==> config.mk <==
export PLATFORM = sky130hd
export DESIGN_NAME = max7317_emulator
export DESIGN_NICKNAME = d
export VERILOG_FILES = /design/src/rtl/max7317_pkg.sv /design/src/rtl/sync_edge.sv /design/src/rtl/max7317_emulator.sv
export SDC_FILE = /design/constraint.sdc
export NUM_CORES = 1
export LEC_CHECK = 0
export BUFFER_PORTS_ARGS = -buffer_cell sky130_fd_sc_hd__buf_2
export CORE_MARGIN = 2
export CORE_UTILIZATION = 40
export DETAILED_ROUTE_END_ITERATION = 10
export HOLD_SLACK_MARGIN = 0.12
export PLACE_DENSITY = 0.62
export REMOVE_ABC_BUFFERS = 1
export SKIP_LAST_GASP = 1
export SYNTH_ARGS = -nofsm -noshare
export SYNTH_HDL_FRONTEND = slang
export SYNTH_HIERARCHICAL = 1
export SYNTH_SLANG_ARGS = --single-unit
==> constraint.sdc <==
create_clock -name clk -period 1.6 [get_ports clk]
set_input_delay 0.4 -clock clk [delete_from_list [all_inputs] [get_ports clk]]
set_output_delay 0.4 -clock clk [all_outputs]
set_load 0.005 [all_outputs]
==> src/rtl/max7317_pkg.sv <==
// Shared constants, state encoding and register-map helpers for the MAX7317 port-expander emulator.
package max7317_pkg;

   localparam int FRAME_W = 16;

   localparam logic [6:0] ADDR_P0       = 7'h00;
   localparam logic [6:0] ADDR_P1       = 7'h01;
   localparam logic [6:0] ADDR_P2       = 7'h02;
   localparam logic [6:0] ADDR_P3       = 7'h03;
   localparam logic [6:0] ADDR_P4       = 7'h04;
   localparam logic [6:0] ADDR_P5       = 7'h05;
   localparam logic [6:0] ADDR_P6       = 7'h06;
   localparam logic [6:0] ADDR_P7       = 7'h07;
   localparam logic [6:0] ADDR_P8       = 7'h08;
   localparam logic [6:0] ADDR_P9       = 7'h09;
   localparam logic [6:0] ADDR_ALL      = 7'h0A;
   localparam logic [6:0] ADDR_P3_P0    = 7'h0B;
   localparam logic [6:0] ADDR_P7_P4    = 7'h0C;
   localparam logic [6:0] ADDR_RSVD     = 7'h0D;
   localparam logic [6:0] ADDR_IN_P7_P0 = 7'h0E;
   localparam logic [6:0] ADDR_IN_P9_P8 = 7'h0F;

   typedef enum logic [1:0] {
      ST_IDLE   = 2'd0,
      ST_SELECT = 2'd1,
      ST_EXEC   = 2'd2
   } state_e;

   // Pin level seen by the device is the wired-AND of its own latch and the external level.
   function automatic logic [7:0] read_data(input logic [6:0] addr,
                                            input logic [9:0] p_out,
                                            input logic [9:0] p_in);
      logic [9:0] lvl;
      lvl = p_out & p_in;
      case (addr)
         ADDR_IN_P7_P0: read_data = lvl[7:0];
         ADDR_IN_P9_P8: read_data = {6'b000000, lvl[9:8]};
         default:       read_data = 8'h00;
      endcase
   endfunction

   function automatic logic [9:0] apply_write(input logic [6:0] addr,
                                              input logic       d0,
                                              input logic [9:0] p_out);
      apply_write = p_out;
      if (addr <= ADDR_P9) begin
         apply_write[addr[3:0]] = d0;
      end else begin
         case (addr)
            ADDR_ALL:   apply_write      = {10{d0}};
            ADDR_P3_P0: apply_write[3:0] = {4{d0}};
            ADDR_P7_P4: apply_write[7:4] = {4{d0}};
            default:    apply_write      = p_out;
         endcase
      end
   endfunction

endpackage

==> src/rtl/sync_edge.sv <==
// Two-flop synchronizer for an asynchronous input, with single-cycle rise/fall pulses.
module sync_edge #(
   parameter logic RESET_VAL = 1'b0
) (
   input  logic clk,
   input  logic rstn,
   input  logic d,
   output logic rise,
   output logic fall
);

   logic [2:0] sh_q;
   logic [2:0] sh_d;

   // Shift the raw input through two metastability flops plus one history flop.
   always_comb begin
      sh_d = {sh_q[1:0], d};
   end

   // Synchronizer state register.
   always_ff @(posedge clk or negedge rstn) begin
      if (!rstn) begin
         sh_q <= {3{RESET_VAL}};
      end else begin
         sh_q <= sh_d;
      end
   end

   assign rise = sh_q[1] & ~sh_q[2];
   assign fall = ~sh_q[1] & sh_q[2];

endmodule

==> src/rtl/max7317_emulator.sv <==
// MAX7317-style SPI port expander: oversampled mode-0 slave driving ten open-drain port latches.
module max7317_emulator
   import max7317_pkg::*;
#(
   parameter logic [9:0] RESET_PORTS = 10'h3FF,
   parameter int          MIN_RATIO   = 4
) (
   input  logic       clk,
   input  logic       rstn,
   input  logic       sclk,
   input  logic       CSn,
   input  logic       mosi,
   output logic       miso,
   output logic       miso_oe,
   input  logic [9:0] P_in,
   output logic [9:0] P_out,
   output logic [7:0] frame_cnt,
   output logic [3:0] short_cnt
);

   // Edge detection behind a 2-flop synchronizer needs at least two clk samples per sclk phase.
   if (MIN_RATIO < 4) begin : g_ratio_chk
      $error("max7317_emulator: MIN_RATIO below 4 is not supported");
   end

   localparam logic [4:0] BIT_FULL = 5'(FRAME_W);

   logic sclk_rise_s, sclk_fall_s, csn_rise_s, csn_fall_s;

   state_e               state_q,     state_d;
   logic [FRAME_W-1:0]   shift_in_q,  shift_in_d;
   logic [FRAME_W-1:0]   shift_out_q, shift_out_d;
   logic [FRAME_W-1:0]   resp_q,      resp_d;
   logic [4:0]           bit_cnt_q,   bit_cnt_d;
   logic [9:0]           p_out_q,     p_out_d;
   logic [7:0]           frame_cnt_q, frame_cnt_d;
   logic [3:0]           short_cnt_q, short_cnt_d;
   logic                 miso_q,      miso_d;
   logic                 miso_oe_q,   miso_oe_d;
   logic [1:0]           mosi_sync_q, mosi_sync_d;
   logic [6:0]           cmd_addr_s;

   sync_edge #(.RESET_VAL(1'b0)) u_sync_sclk (
      .clk  (clk),
      .rstn (rstn),
      .d    (sclk),
      .rise (sclk_rise_s),
      .fall (sclk_fall_s)
   );

   sync_edge #(.RESET_VAL(1'b1)) u_sync_csn (
      .clk  (clk),
      .rstn (rstn),
      .d    (CSn),
      .rise (csn_rise_s),
      .fall (csn_fall_s)
   );

   assign cmd_addr_s = shift_in_q[14:8];

   // Frame sequencing, shifting and command execution.
   always_comb begin
      state_d     = state_q;
      shift_in_d  = shift_in_q;
      shift_out_d = shift_out_q;
      resp_d      = resp_q;
      bit_cnt_d   = bit_cnt_q;
      p_out_d     = p_out_q;
      frame_cnt_d = frame_cnt_q;
      short_cnt_d = short_cnt_q;
      miso_d      = miso_q;
      miso_oe_d   = miso_oe_q;
      mosi_sync_d = {mosi_sync_q[0], mosi};
      case (state_q)
         ST_IDLE: begin
            if (csn_fall_s) begin
               state_d     = ST_SELECT;
               shift_out_d = resp_q;
               miso_d      = resp_q[FRAME_W-1];
               miso_oe_d   = 1'b1;
               bit_cnt_d   = 5'd0;
            end else begin
               miso_d    = 1'b0;
               miso_oe_d = 1'b0;
            end
         end
         ST_SELECT: begin
            if (csn_rise_s) begin
               miso_d    = 1'b0;
               miso_oe_d = 1'b0;
               if (bit_cnt_q >= BIT_FULL) begin
                  state_d = ST_EXEC;
               end else begin
                  state_d     = ST_IDLE;
                  short_cnt_d = (short_cnt_q == 4'hF) ? 4'hF : short_cnt_q + 4'd1;
               end
            end else if (sclk_rise_s) begin
               // Keeps shifting past 16 bits so the final 16 sampled bits form the command.
               shift_in_d = {shift_in_q[FRAME_W-2:0], mosi_sync_q[1]};
               bit_cnt_d  = (bit_cnt_q == BIT_FULL) ? BIT_FULL : bit_cnt_q + 5'd1;
            end else if (sclk_fall_s) begin
               shift_out_d = {shift_out_q[FRAME_W-2:0], 1'b0};
               miso_d      = shift_out_q[FRAME_W-2];
            end else begin
               state_d = ST_SELECT;
            end
         end
         ST_EXEC: begin
            state_d     = ST_IDLE;
            frame_cnt_d = frame_cnt_q + 8'd1;
            if (shift_in_q[FRAME_W-1]) begin
               resp_d = {shift_in_q[15:8], read_data(cmd_addr_s, p_out_q, P_in)};
            end else begin
               resp_d  = shift_in_q;
               p_out_d = apply_write(cmd_addr_s, shift_in_q[0], p_out_q);
            end
         end
         default: begin
            state_d   = ST_IDLE;
            miso_d    = 1'b0;
            miso_oe_d = 1'b0;
         end
      endcase
   end

   // State and output registers.
   always_ff @(posedge clk or negedge rstn) begin
      if (!rstn) begin
         state_q     <= ST_IDLE;
         shift_in_q  <= '0;
         shift_out_q <= '0;
         resp_q      <= 16'h0000;
         bit_cnt_q   <= 5'd0;
         p_out_q     <= RESET_PORTS;
         frame_cnt_q <= 8'd0;
         short_cnt_q <= 4'd0;
         miso_q      <= 1'b0;
         miso_oe_q   <= 1'b0;
         mosi_sync_q <= 2'b00;
      end else begin
         state_q     <= state_d;
         shift_in_q  <= shift_in_d;
         shift_out_q <= shift_out_d;
         resp_q      <= resp_d;
         bit_cnt_q   <= bit_cnt_d;
         p_out_q     <= p_out_d;
         frame_cnt_q <= frame_cnt_d;
         short_cnt_q <= short_cnt_d;
         miso_q      <= miso_d;
         miso_oe_q   <= miso_oe_d;
         mosi_sync_q <= mosi_sync_d;
      end
   end

   assign miso      = miso_q;
   assign miso_oe   = miso_oe_q;
   assign P_out     = p_out_q;
   assign frame_cnt = frame_cnt_q;
   assign short_cnt = short_cnt_q;

endmodule

; Word-level counts from Yosys, hierarchy flattened
; Cells that the tools add are included.
[op_classes]
mux = 34
n_reduce_logical = 18
order_cmp = 4
n_bitwise = 13
add_sub_neg = 3
eq_ne = 18
[op_table]
columns = cell, n
row1 = $mux 15, 4
row2 = $eq 7x4->1 const B, 5
row3 = $pmux 15 s2, 1
row4 = $reduce_and 3->1, 7
row5 = $mux 5, 4
row6 = $mux 16, 1
row7 = $pmux 8 s2, 1
row8 = $mux 2, 6
row9 = $mux 4, 3
row10 = $ne 2x2->1 const B, 6
row11 = $and 10x10->10, 1
row12 = $bwmux 10, 1
row13 = $mux 10, 1
row14 = $pmux 5 s2, 1
row15 = $ne 3x3->1 const B, 3
row16 = $add 8x1->8 const B, 1
row17 = $not 1->1, 8
row18 = $reduce_bool 2->1, 4
row19 = $le 7x4->1 const B, 1
row20 = $mux 1, 7
row21 = $pmux 1 s3, 2
row22 = $add 5x1->5 const B, 1
row23 = $eq 5x5->1 const B, 1
row24 = $ge 5x5->1 const B, 1
row25 = other kinds (15), 19
[totals]
in_bits = 15
out_inout_bits = 24
register_bits = 86

; Depth between registers and ports, before layout
[logic_depth]
depth_word = 6
depth_mapped = 6
ltp_nobuf = 5

; Hierarchy
; Netlist, hierarchy kept.
[by_module_without_submodules]
columns = mod, instances, cells_each, area_each_um2
row1 = max7317_emulator, 1, 382, 3764.9
row2 = sync_edge (u_sync_csn), 1, 5, 93.8
row3 = sync_edge (u_sync_sclk), 1, 5, 90.1

; Worst setup path after synthesis
; No wires, ideal clock.
[synth_path]
path_type = register to register
start = register u_sync_csn.sh_q[2]
end = register shift_out_q[0]
stages_incl_launch_ff = 7
t_required_ns = 1.470
arrival_ns = 1.570
synth_period_minus_slack_ns = 1.700
slack_ns = -0.100
path_cell_list = dfstp_2 -> and2b_2 -> nand2b_1 -> a221oi_1 -> buf_2 -> buf_2 -> o32ai_1
[synth_via]
word_cells_on_any_way = 6
classes_between = 2 x eq/ne / 3 x bitwise / 1 x reduce/logical
[synth_rtl]
columns = item, line_no
row1 = "start, declared", sync_edge.sv:12  ; logic [2:0] sh_q;
row2 = "start signal, assigned", sync_edge.sv:23  ; sh_q <= {3{RESET_VAL}};
row3 = $and 1x1->1, sync_edge.sv:30  ; assign fall = ~sh_q[1] & sh_q[2];
row4 = named net csn_fall_s, max7317_emulator.sv:28  ; logic sclk_rise_s, sclk_fall_s, csn_rise_s, csn_fall_s;
row5 = $ne 2x2->1 (no source line), --
row6 = $reduce_and 5->1 (no source line), --
row7 = "end signal, assigned", max7317_emulator.sv:143  ; shift_out_q <= shift_out_d;
row8 = "end, declared", max7317_emulator.sv:32  ; logic [FRAME_W-1:0] shift_out_q, shift_out_d;
; The timed path passes the listed nets, and every way through them passes these cells.
; A chain may end at the register's enable or synchronous reset.

; Worst setup path after layout
[layout_path]
start = register state_q[0]
end = register p_out_q[1] (netlist: P_out[1])
[layout_via]
elab_chain_cells = 2
[layout_lines]
columns = item, line_no
row1 = "start, declared", max7317_emulator.sv:30  ; state_e state_q, state_d;
row2 = "start signal, assigned", max7317_emulator.sv:141  ; state_q <= state_d;
row3 = $eq 2x2->1, max7317_emulator.sv:74  ; case (state_q)
row4 = $reduce_and 3->1 (no source line), --
row5 = "end signal, assigned", max7317_emulator.sv:146  ; p_out_q <= p_out_d;
row6 = "end, declared", max7317_emulator.sv:35  ; logic [9:0] p_out_q, p_out_d;
; No other way between the ends.

==> flow_summary.toml <==
[sta]
fin_skew_ps = 10.6
fin_crit_ps = 1710
tightest_slew_ps = 561
drv_slew = 0
max-slew-margin-rel_pct = 61.5
finalCritPeriodShare_pct = 107
rsz0062_at_grt = "true"
clock.fmax_ghz = 0.584
setup_tns_ps = -2370
hold_viol = 0
finalSetupViolations = 36
setup_ws_ps = -112

[global_route]
grt_overflow = 0
antenna_found_initial = 0
grt_pass1_vias = 3142
grt_max_degree = 31
grt_pass1_wl_mm = 15.4
grt.total_usage_pct = 18.8

[die]
die_h_um = 103
die_area_um2 = 10700
core_um2 = 9680
io_pins = 39
num_rows = 36
initial_utilization_pct = 40.8
die_w_um = 103

[cells_and_area]
final_area_um2 = 5290
ff_latch_area_um2 = 2170
instances_no_fill = 612
fillers = 864
drive_gt1_share_pct = 37.4
layout.nets = 493
multiInputGateArea_um2 = 1940
final_cell_mix = "72 x nand2_1, 72 x dfrtp_1, 37 x buf_2, 37 x buf_4, 17 x o21ai_0"
n_antenna_cell = 0
areaGrowthSynthToFinish_pct = 34.0

[critical_path]
arrival_ps = 1990
cp-end-kind = "register"
path_class = "reg2reg"
required_ps = 1880
r2r_slack_ps = -110
critPathLaunchType = "register"
worst-path-max-fanout = 5

[synth]
synth_top_area_share_pct = 46.3
synthArstFlopShare_pct = 100
synthCells = 392
synth_area_leaders = "dfrtp_1 46%, dfstp_2 8.7%, nand2_1 6.9%"
synth_edf_count = 0
synth_area_per_cell_um2 = 10.1
synth.distinct_cells = 48
synth_area_um2 = 3950
yosysSeqAreaShare_pct = 54.9
ys_seq_elements = 86
ys_warn_count = 6
synth_top_area_cell = "dfrtp_1"
synth-main-ff-cell = "dfrtp_1"

[outcome]
failed_checks = "setup timing"
status = "finished, violations left"

[place]
io_buffers = 38
dp_cells = 580
post_dp_cell_area_um2 = 4580
gp_congestion = 0.885
place_hpwl_mm = 6.08

[clocking]
h-tree-depth = 3
cts_tree = "built"
clk_pin_slew_ps = 80
cts_buffer_depth = 2
clk_latency_ps = 360
clock-sinks = 86
cts-buffers-inserted = 9
cts_root_buffer = "clkbuf_8"

[detailed_routing]
drt-pass1-iter-count = 4
routedWlPerCell_um = 15.2
avgViaCountPerCell = 5.21
wl_mm = 9.28
first_iter_violations = 201
vias = 3187
drtAntennaViolNets = 0
drc = 0

[power]
power.density_nw_per_um2 = 1090
leakage_nw = 2.39
vdd_ir_drop_max_mv = 0.455
finalPower_w = 0.00577

[hold_path]
hold_path_class = "in2reg"

[flow_run]
max_cap_violations = 0
metal layers:
layer / vias to the layer above / global-route usage (%) / part of all wire [%]
met5: - / 0 / 0
met4: 0 / 9.21 / 2.2
met3: 16 / 2.62 / 3.3
met2: 55 / 30.2 / 49
met1: 1594 / 25.0 / 45
li1: 1522 / - / -
critical path: stages (launching register included):
cell and delay (ps):
dfrtp_1 410, or4b_4 590, nor3b_4 250, o21ai_1 110, mux2_2 280
sequential cells by signal, summed over array words and instances (netlist names):
| name | flops |
|---|---|
| state_q | 2 |
| u_sync_sclk/sh_q | 3 |
| shift_out_q | 15 |
| shift_in_q | 16 |
| u_sync_csn/sh_q | 3 |
| P_out | 10 |
| miso_oe | 1 |
| resp_q | 16 |
| short_cnt | 4 |
| bit_cnt_q | 5 |
| miso | 1 |
| frame_cnt | 8 |
| mosi_sync_q | 2 |
what timing repair did:
action / 4_1_cts / 5_1_grt
hold buffers: 1 / 0
gates cloned: 3 / 2
pin swaps: 5 / 6
setup endpoints to repair: 47 / 47
setup buffers: 10 / 3
resized for setup: 40 / 48
hold endpoints to repair: 14 / 0
worst paths after layout:
check                      cells past startpoint                   to                start
max in group asynchronous                      3             P_out[2]                 rstn
hold / removal                                 1   u_sync_csn/sh_q[0]                  CSn
setup reg to reg                               4             P_out[1]           state_q[0]
hold reg to reg                                0  u_sync_sclk/sh_q[1]  u_sync_sclk/sh_q[0]
setup / recovery                               4             P_out[1]           state_q[0]
min in group asynchronous                      2  u_sync_sclk/sh_q[0]                 rstn
report_power, final:
group	internal, W	switching [W]
Clock	0.000766	0.000729
Sequential	0.00252	0.000333
Combinational	0.000764	0.000659
Yosys cell counts, types with 4 or more instances:
cell      count
a21oi_1      11
nand3_1      11
clkbuf_1     17
xor2_1        4
dfrtp_1      73
o21ai_0      28
inv_1        10
nand2_1      73
nor2b_1       5
and3_1        8
dfstp_2      13
mux2_2       20
ha_1          4
buf_2         4
nor2_1       27
xnor2_1       6
a31oi_1      16
nand2b_1     13
layout make-up:
type	instances	share of cell area [%]
clock inverter	2	0.662
tap	133	3.15
clock buffer	14	2.89
sequential	86	41.0
timing repair buffer	94	15.0
multi-input combinational	273	36.6
inverter	10	0.710
kinds of logic (layout without fill, tap and decap cells):
| family | count (synthesis) | after routing | synth area share, % |
|---|---|---|---|
| AND/OR/NAND/NOR | 162 | 162 | 20.1 |
| flip-flops | 86 | 86 | 54.9 |
| AO/OA/AOI/OAI | 73 | 73 | 11.2 |
| buffers and inverters | 33 | 120 | 3.55 |
| multiplexers | 23 | 23 | 6.46 |
| XOR/XNOR | 10 | 10 | 2.22 |
| adder cells (fa/ha/maj) | 5 | 5 | 1.52 |
per-stage QoR:
stage          worst slack [ps]  hold slack, ps  util, %
2_1_floorplan             -1340             104        -
3_3_place_gp              -97.2             286     47.3
3_5_place_dp               -139             288     47.3
4_1_cts                    -116             131     52.8
5_1_grt                    -171             130     54.6
6_report                   -112             138     54.6
Power figures use the tool's default switching activity.
